## src/rtl/vram_write_scheduler.sv

```systemverilog
// vram_write_scheduler
//   Shares the single VRAM write port between NUM_REQ drawing clients
//   (round-robin, burst req/gnt/ack handshake) and a background-clear engine
//   that refills the whole buffer with BG_COLOR once per frame. All writes
//   are gated to the display write window (i_blank).
//
// Ports:
//   clk, rst_n       clock, asynchronous active-low reset
//   i_vsync_start    frame-start pulse, requests a clear
//   i_blank          1 = VRAM write window open
//   i_req/i_last     per-client beat request / end-of-burst marker
//   i_addr/i_data    per-client packed address / pixel slices
//   o_gnt            registered one-hot grant
//   o_ack            combinational beat accept (o_gnt & i_req & i_blank)
//   o_we/o_addr/o_data  registered VRAM write port
//   o_busy           state is CLEAR or GRANT
//   o_clear_done     pulse with the final clear write
//   o_drop           pulse: accepted client beat addressed beyond DEPTH-1
module vram_write_scheduler #(
   parameter int unsigned           ADDR_WIDTH = 8,
   parameter int unsigned           DATA_WIDTH = 4,
   parameter int unsigned           DEPTH      = 256,
   parameter int unsigned           NUM_REQ    = 2,
   parameter logic [DATA_WIDTH-1:0] BG_COLOR   = '0
) (
   input  logic                            clk,
   input  logic                            rst_n,
   input  logic                            i_vsync_start,
   input  logic                            i_blank,
   input  logic [NUM_REQ-1:0]              i_req,
   input  logic [NUM_REQ-1:0]              i_last,
   input  logic [NUM_REQ*ADDR_WIDTH-1:0]   i_addr,
   input  logic [NUM_REQ*DATA_WIDTH-1:0]   i_data,
   output logic [NUM_REQ-1:0]              o_gnt,
   output logic [NUM_REQ-1:0]              o_ack,
   output logic                            o_we,
   output logic [ADDR_WIDTH-1:0]           o_addr,
   output logic [DATA_WIDTH-1:0]           o_data,
   output logic                            o_busy,
   output logic                            o_clear_done,
   output logic                            o_drop
);

   localparam int unsigned           PW        = (NUM_REQ > 1) ? $clog2(NUM_REQ) : 1;
   localparam logic [ADDR_WIDTH-1:0] LAST_ADDR = ADDR_WIDTH'(DEPTH - 1);

   typedef enum logic [1:0] {IDLE, CLEAR, GRANT} state_t;

   state_t                  r_state, w_state_nxt;
   logic [NUM_REQ-1:0]      r_gnt, w_gnt_nxt;
   logic [PW-1:0]           r_rr, w_rr_nxt;
   logic [PW-1:0]           r_gidx, w_gidx_nxt;
   logic [ADDR_WIDTH-1:0]   r_cnt, w_cnt_nxt;
   logic                    r_pend, w_pend_nxt;
   logic                    r_we, w_we_nxt;
   logic [ADDR_WIDTH-1:0]   r_addr, w_addr_nxt;
   logic [DATA_WIDTH-1:0]   r_data, w_data_nxt;
   logic                    r_done, w_done_nxt;
   logic                    r_drop, w_drop_nxt;

   logic                    w_found;
   logic [PW-1:0]           w_win;
   logic [NUM_REQ-1:0]      w_ack;
   logic [ADDR_WIDTH-1:0]   w_sel_addr;
   logic [DATA_WIDTH-1:0]   w_sel_data;
   logic                    w_in_range;

   assign w_ack      = r_gnt & i_req & {NUM_REQ{i_blank}};
   assign w_sel_addr = i_addr[32'(r_gidx)*ADDR_WIDTH +: ADDR_WIDTH];
   assign w_sel_data = i_data[32'(r_gidx)*DATA_WIDTH +: DATA_WIDTH];
   // Compare at 32 bits so DEPTH == 2^ADDR_WIDTH never truncates.
   assign w_in_range = (32'(w_sel_addr) < DEPTH);

   // Round-robin: first requester strictly after the pointer, wrapping.
   always_comb begin
      w_found = 1'b0;
      w_win   = '0;
      for (int unsigned i = 1; i <= NUM_REQ; i++) begin
         if (!w_found && i_req[PW'((32'(r_rr) + i) % NUM_REQ)]) begin
            w_found = 1'b1;
            w_win   = PW'((32'(r_rr) + i) % NUM_REQ);
         end
      end
   end

   always_comb begin
      w_state_nxt = r_state;
      w_gnt_nxt   = r_gnt;
      w_rr_nxt    = r_rr;
      w_gidx_nxt  = r_gidx;
      w_cnt_nxt   = r_cnt;
      w_pend_nxt  = r_pend;
      w_we_nxt    = 1'b0;
      w_addr_nxt  = r_addr;
      w_data_nxt  = r_data;
      w_done_nxt  = 1'b0;
      w_drop_nxt  = 1'b0;
      case (r_state)
         IDLE: begin
            // A same-cycle vsync pulse counts as pending; clear wins over clients.
            if (r_pend || i_vsync_start) begin
               w_state_nxt = CLEAR;
               w_pend_nxt  = 1'b0;
            end else if (w_found) begin
               w_state_nxt = GRANT;
               w_gidx_nxt  = w_win;
               w_gnt_nxt   = NUM_REQ'(1) << w_win;
            end
         end
         CLEAR: begin
            // vsync is deliberately ignored here: a running clear is not restarted.
            if (i_blank) begin
               w_we_nxt   = 1'b1;
               w_addr_nxt = r_cnt;
               w_data_nxt = BG_COLOR;
               if (r_cnt == LAST_ADDR) begin
                  w_done_nxt  = 1'b1;
                  w_cnt_nxt   = '0;
                  w_state_nxt = IDLE;
               end else begin
                  w_cnt_nxt = r_cnt + ADDR_WIDTH'(1);
               end
            end
         end
         GRANT: begin
            if (i_vsync_start) w_pend_nxt = 1'b1;
            if (!i_req[r_gidx]) begin
               w_state_nxt = IDLE;
               w_gnt_nxt   = '0;
               w_rr_nxt    = r_gidx;
            end else if (i_blank) begin
               if (w_in_range) begin
                  w_we_nxt   = 1'b1;
                  w_addr_nxt = w_sel_addr;
                  w_data_nxt = w_sel_data;
               end else begin
                  w_drop_nxt = 1'b1;
               end
               if (i_last[r_gidx]) begin
                  w_state_nxt = IDLE;
                  w_gnt_nxt   = '0;
                  w_rr_nxt    = r_gidx;
               end
            end
         end
         default: w_state_nxt = IDLE;
      endcase
   end

   always_ff @(posedge clk or negedge rst_n) begin
      if (!rst_n) begin
         r_state <= IDLE;
         r_gnt   <= '0;
         r_rr    <= PW'(NUM_REQ - 1);
         r_gidx  <= '0;
         r_cnt   <= '0;
         r_pend  <= 1'b0;
         r_we    <= 1'b0;
         r_addr  <= '0;
         r_data  <= '0;
         r_done  <= 1'b0;
         r_drop  <= 1'b0;
      end else begin
         r_state <= w_state_nxt;
         r_gnt   <= w_gnt_nxt;
         r_rr    <= w_rr_nxt;
         r_gidx  <= w_gidx_nxt;
         r_cnt   <= w_cnt_nxt;
         r_pend  <= w_pend_nxt;
         r_we    <= w_we_nxt;
         r_addr  <= w_addr_nxt;
         r_data  <= w_data_nxt;
         r_done  <= w_done_nxt;
         r_drop  <= w_drop_nxt;
      end
   end

   assign o_gnt        = r_gnt;
   assign o_ack        = w_ack;
   assign o_we         = r_we;
   assign o_addr       = r_addr;
   assign o_data       = r_data;
   assign o_busy       = (r_state != IDLE);
   assign o_clear_done = r_done;
   assign o_drop       = r_drop;

endmodule
```

## config.mk

```make
export PLATFORM = sky130hd
export DESIGN_NAME = vram_write_scheduler
export DESIGN_NICKNAME = d
export VERILOG_FILES = /design/src/rtl/vram_write_scheduler.sv
export SDC_FILE = /design/constraint.sdc
export NUM_CORES = 1
export LEC_CHECK = 0
export ABC_AREA = 0
export CAP_MARGIN = 20
export CORE_UTILIZATION = 35
export DETAILED_ROUTE_END_ITERATION = 10
export DONT_BUFFER_PORTS = 1
export SLEW_MARGIN = 0
export SYNTH_ARGS = -nofsm -noshare
export SYNTH_HDL_FRONTEND = slang
export SYNTH_SLANG_ARGS = --single-unit
```

## constraint.sdc

```tcl
create_clock -name clk -period 2.5 [get_ports clk]
set_clock_uncertainty 0.15 [all_clocks]
set_input_delay 0.25 -clock clk [delete_from_list [all_inputs] [get_ports clk]]
set_output_delay 0.25 -clock clk [all_outputs]
set_load 0.05 [all_outputs]
```

# Yosys cells after proc, flatten, opt, wreduce, memory -nomap -nowiden

Cells that the tools add are included.

Muxes and demuxes: 44
Bitwise operators: 3
Shifts and indexed selects: 3
Divide/modulo/power cells: 0
Equality and inequality tests: 16
Add/sub/neg operators: 3
Multipliers: 0
$lt $le $gt $ge: 3
Reductions and logical operators: 14

Operator list:

| operator            | number |
|---|---|
| $mux 8              | 4 |
| $mux 1              | 22 |
| $mux 2              | 9 |
| $ne 2x2->1 const B  | 9 |
| $pmux 8 s2          | 1 |
| $shiftx 16x5->8     | 1 |
| $mux 4              | 3 |
| $reduce_and 5->1    | 2 |
| $ne 3x3->1 const B  | 3 |
| $reduce_and 3->1    | 3 |
| $add 8x1->8 const B | 1 |
| $eq 8x8->1 const B  | 1 |
| $pmux 4 s2          | 1 |
| $shiftx 8x4->4      | 1 |
| $lt 1x2->1 const B  | 3 |
| $pmux 2 s3          | 1 |
| $reduce_bool 2->1   | 3 |
| $and 2x2->2         | 2 |
| $pmux 1 s2          | 2 |
| $pmux 2 s2          | 1 |
| $reduce_and 4->1    | 1 |
| $add 1x1->1 const B | 2 |
| $eq 2x1->1 const B  | 1 |
| $eq 2x2->1 const B  | 1 |
| 8 further kinds     | 8 |

Bits in read-only memories: 0
Input bits: 32
Output and inout port bits: 20
Latch bits: 0
Memory bits (writable): 0
Memories kept: 0
Logic and storage cells: 96
Register bits: 29

# Longest topological paths before layout

Depth after elaboration: 11
Gate-level depth with buffers: 8

# Worst setup path before layout

Ideal clock, no wire load.

Path kind: reg-to-reg
Start: register r_state[0]
End: register r_data[0] (netlist: o_data[0])
Stages on the path, launching flop included: 9
Buffers on the path: 2
Arrival time: 1.430 ns
Library setup time: 0.135 ns
Required time: 2.215 ns
Setup slack: 0.785 ns
Path through: dfrtp_1 -> inv_1 -> ha_1 -> buf_2 -> nor2_1 -> a211o_1 -> buf_2 -> nand2_1 -> o31ai_1

Word-level cells in the longest chain between the ends: 3
Elaborated cells between the ends (all ways): 8
Those cells by class: 5 x eq/ne; 1 x mux; 2 x reduce/logical

Ends and longest elaborated chain:

| what                                                                    | RTL line | text |
|---|---|---|
| from (decl)                                                             | 49       | `state_t r_state, w_state_nxt;` |
| from (signal assigned)                                                  | 164      | `r_state <= w_state_nxt;` |
| $eq 2x2->1 / $eq 2x1->1 (equally long branches)                         | 98       | `case (r_state)` |
| $ne 2x2->1 (no source line) / $reduce_bool 2->1 (equally long branches) | -        |  |
| $reduce_and 4->1 (no source line)                                       | -        |  |
| to (signal assigned)                                                    | 172      | `r_data <= w_data_nxt;` |
| to (decl)                                                               | 57       | `logic [DATA_WIDTH-1:0] r_data, w_data_nxt;` |

Several ways; a longest one is shown, not always the timed one.
A chain may end at the register's enable or synchronous reset.

# Worst setup path after layout

Start: register r_state[0]
End: register r_data[2] (netlist: o_data[2])

Same word-level chain as after synthesis.

==> metrics <==
CP startpoint kind=register; # H-tree levels=2; max_cap viols=0; Worst R2R Setup Slack=420 ps; initial antenna violation count=0; Synth Area per Inst=9.506 sq um; layout cell share with drive strength beyond 1=0.08982; top cells by area, synth=dfrtp_1 45%, mux2i_1 8.3%, nand2_1 4.3%, nor2_1 4.3%, a21oi_1 3.2%; die area=4725 sq um; Final Max Slew Viols=0; Worst setup EP type=register; filler instances=394; DP Wirelength=2.422 mm; worst hold path class=in -> reg; drt first pass iters=4; via count=1218; Initial Utilization=0.3762; Post-Layout Cell Count=217; multi-input logic area=742.0 sq um; gp weighted congestion=0.7956; Rows=23; clock transition at the registers of the reported paths=70 ps; vias in the first global route=1132; clk root buf=clkbuf_8; achievable clock frequency=481.1 MHz; Final Hold Vio Count=0; Reg2Reg Depth=5; largest net degree at the start of global routing=30; Seq/Total Area, Yosys=0.4663; Via density=5.613; nets=202; CP Class=reg -> reg; PwrDens=1376 nW/um^2; clock buffer count from CTS=5; most common cell after layout, fill and taps aside=dfrtp_1; Clock Latency Late Sink=280 ps; port bufs=0; # Post-CTS Setup Buffers=0; global route total overflow=0; Worst Tran Pin Value=660.6 ps; First DRT Iteration DRCs=64; CTS tree=done; Synth Register Bits=29; synthesized area=1559 sq um; Longest Clk Path Bufs=2; die height=68.74 microns; synthesized instance count=164; crit path cell chain=inv_1 -> ha_1 -> nor2_1 -> a211o_1 -> o31ai_1; final wirelength=3.395 mm; post-placement cell count=206; global-route wire length before repair=5.354 mm; synth unique cells=41; minimum clock period=2079 ps; Hold WS=9.987 ps; slew margin rel.=0.5596; Slowest cell on crit path=a211o_1; WHS Path Cells=2; Worst EP required=2540 ps; status=complete, no violations; Die W=68.74 microns; Remaining DRCs=0; PostCTS Resize Cnt=0; area grow syn2layout=10.43%; hold buffers post-CTS=3; antenna diode count=0; Syn Nets=200; slowest cell delay on critical path=540 ps; Final period util=0.8314; post-DR wirelength/cell=15.65 microns; Leak Pwr=0.8063 nW; post-synth top area cell=dfrtp_1; number of synthesized flops with an enable pin=0; Max rail drop VDD=0.0003264 V; Post-synth ARST share=1.000; total core area=4144 sq um; setup violators final=0; RSZ-0062 raised after global routing=no; Synth top area share=0.4494; main flop type after synthesis=dfrtp_1; Yosys warnings=0; Setup TNS=0 ps; Critical Path Fanout Max=24; Final ANT Viol Nets=0; num ports=52; commonest non-fill, non-tap cells in the layout=28 x dfrtp_1, 18 x nor2_1, 18 x nand2_1; WP data arrival=2120 ps; Total Routing Usage GR=0.1602; clock sink count=29; FF/Latch Area=726.9 sq um
per-layer routing:
layer	wire, microns	GRT usage	vias up
met2	1502	0.2341	51
met4	55	0.06888	0
met5	0	0	-
met3	324	0.07072	6
met1	1513	0.2039	584
li1	-	-	577
final timing paths:
check | start | endpoint
min in group asynchronous | rst_n | o_data[2]$_DFFE_PN0P_
worst min-delay path | i_vsync_start | r_pend$_DFFE_PN0P_
worst min register to register | r_rr$_DFFE_PN1P_ | r_rr$_DFFE_PN1P_
max in group asynchronous | rst_n | r_rr$_DFFE_PN1P_
worst max register to register | r_state[0]$_DFFE_PN0P_ | o_data[2]$_DFFE_PN0P_
worst max-delay path | r_state[0]$_DFFE_PN0P_ | o_data[2]$_DFFE_PN0P_
cells in the mapped netlist (2+ instances only):
library cell	count
a211o_1	2
a21oi_1	10
and2_1	2
and3_1	3
and4_1	2
buf_2	6
clkbuf_1	2
dfrtp_1	28
ha_1	4
inv_1	8
mux2i_1	13
nand2_1	18
nand4_1	4
nor2_1	18
o21ai_0	2
o21ai_1	9
o31ai_1	5
xnor2_1	2
xor2_1	4
flip-flops by register name, indices dropped and copies added (netlist names):
| name | cells |
|---|---|
| r_state | 2 |
| o_gnt | 2 |
| r_pend | 1 |
| r_rr | 1 |
| o_we | 1 |
| r_gidx | 1 |
| o_addr | 8 |
| o_clear_done | 1 |
| r_cnt | 8 |
| o_data | 4 |
through the flow:
| stage | util | total power, mW | setup slack [ps] | cell area (sq um) |
|---|---|---|---|---|
| 2_1_floorplan | - | 1.775 | 785.3 | 1559 |
| 3_3_place_gp | 0.3813 | 1.895 | 545.7 | 1580 |
| 3_5_place_dp | 0.3813 | 1.926 | 469.2 | 1580 |
| 4_1_cts | 0.4155 | 2.382 | 464.8 | 1722 |
| 5_1_grt | 0.4155 | 2.535 | 250.7 | 1722 |
| 6_report | 0.4155 | 2.369 | 421.4 | 1722 |
logic make-up after synthesis:
family	synth area share
simple gates	0.1533
compound gates	0.1637
flops	0.4663
buf+inv	0.05779
mux	0.09069
xor+xnor	0.03371
fa+ha+maj	0.03210
other cells	0.002405
report_power, final:
part	total [mW]	switching, mW	internal [mW]
clock network	0.436	0.187	0.249
registers	1.12	0.481	0.638
logic	0.815	0.500	0.314
total	2.37	1.17	1.20
worst max-delay path: cells and delay by family (launching register included):
kind / cells / cell delay, ps
compound gates: 2 / 880
fa+ha+maj: 1 / 380
flops: 1 / 370
buf+inv: 1 / 100
simple gates: 1 / 100
layout make-up:
class / instances / share of cell area
Multi-Input combinational cell: 116 / 0.4310
Sequential cell: 29 / 0.4222
Clock buffer: 7 / 0.05596
Tap cell: 50 / 0.03634
Timing Repair Buffer: 5 / 0.03198
Inverter: 9 / 0.01962
Clock inverter: 1 / 0.002907
(Power assumes the default switching activity.)
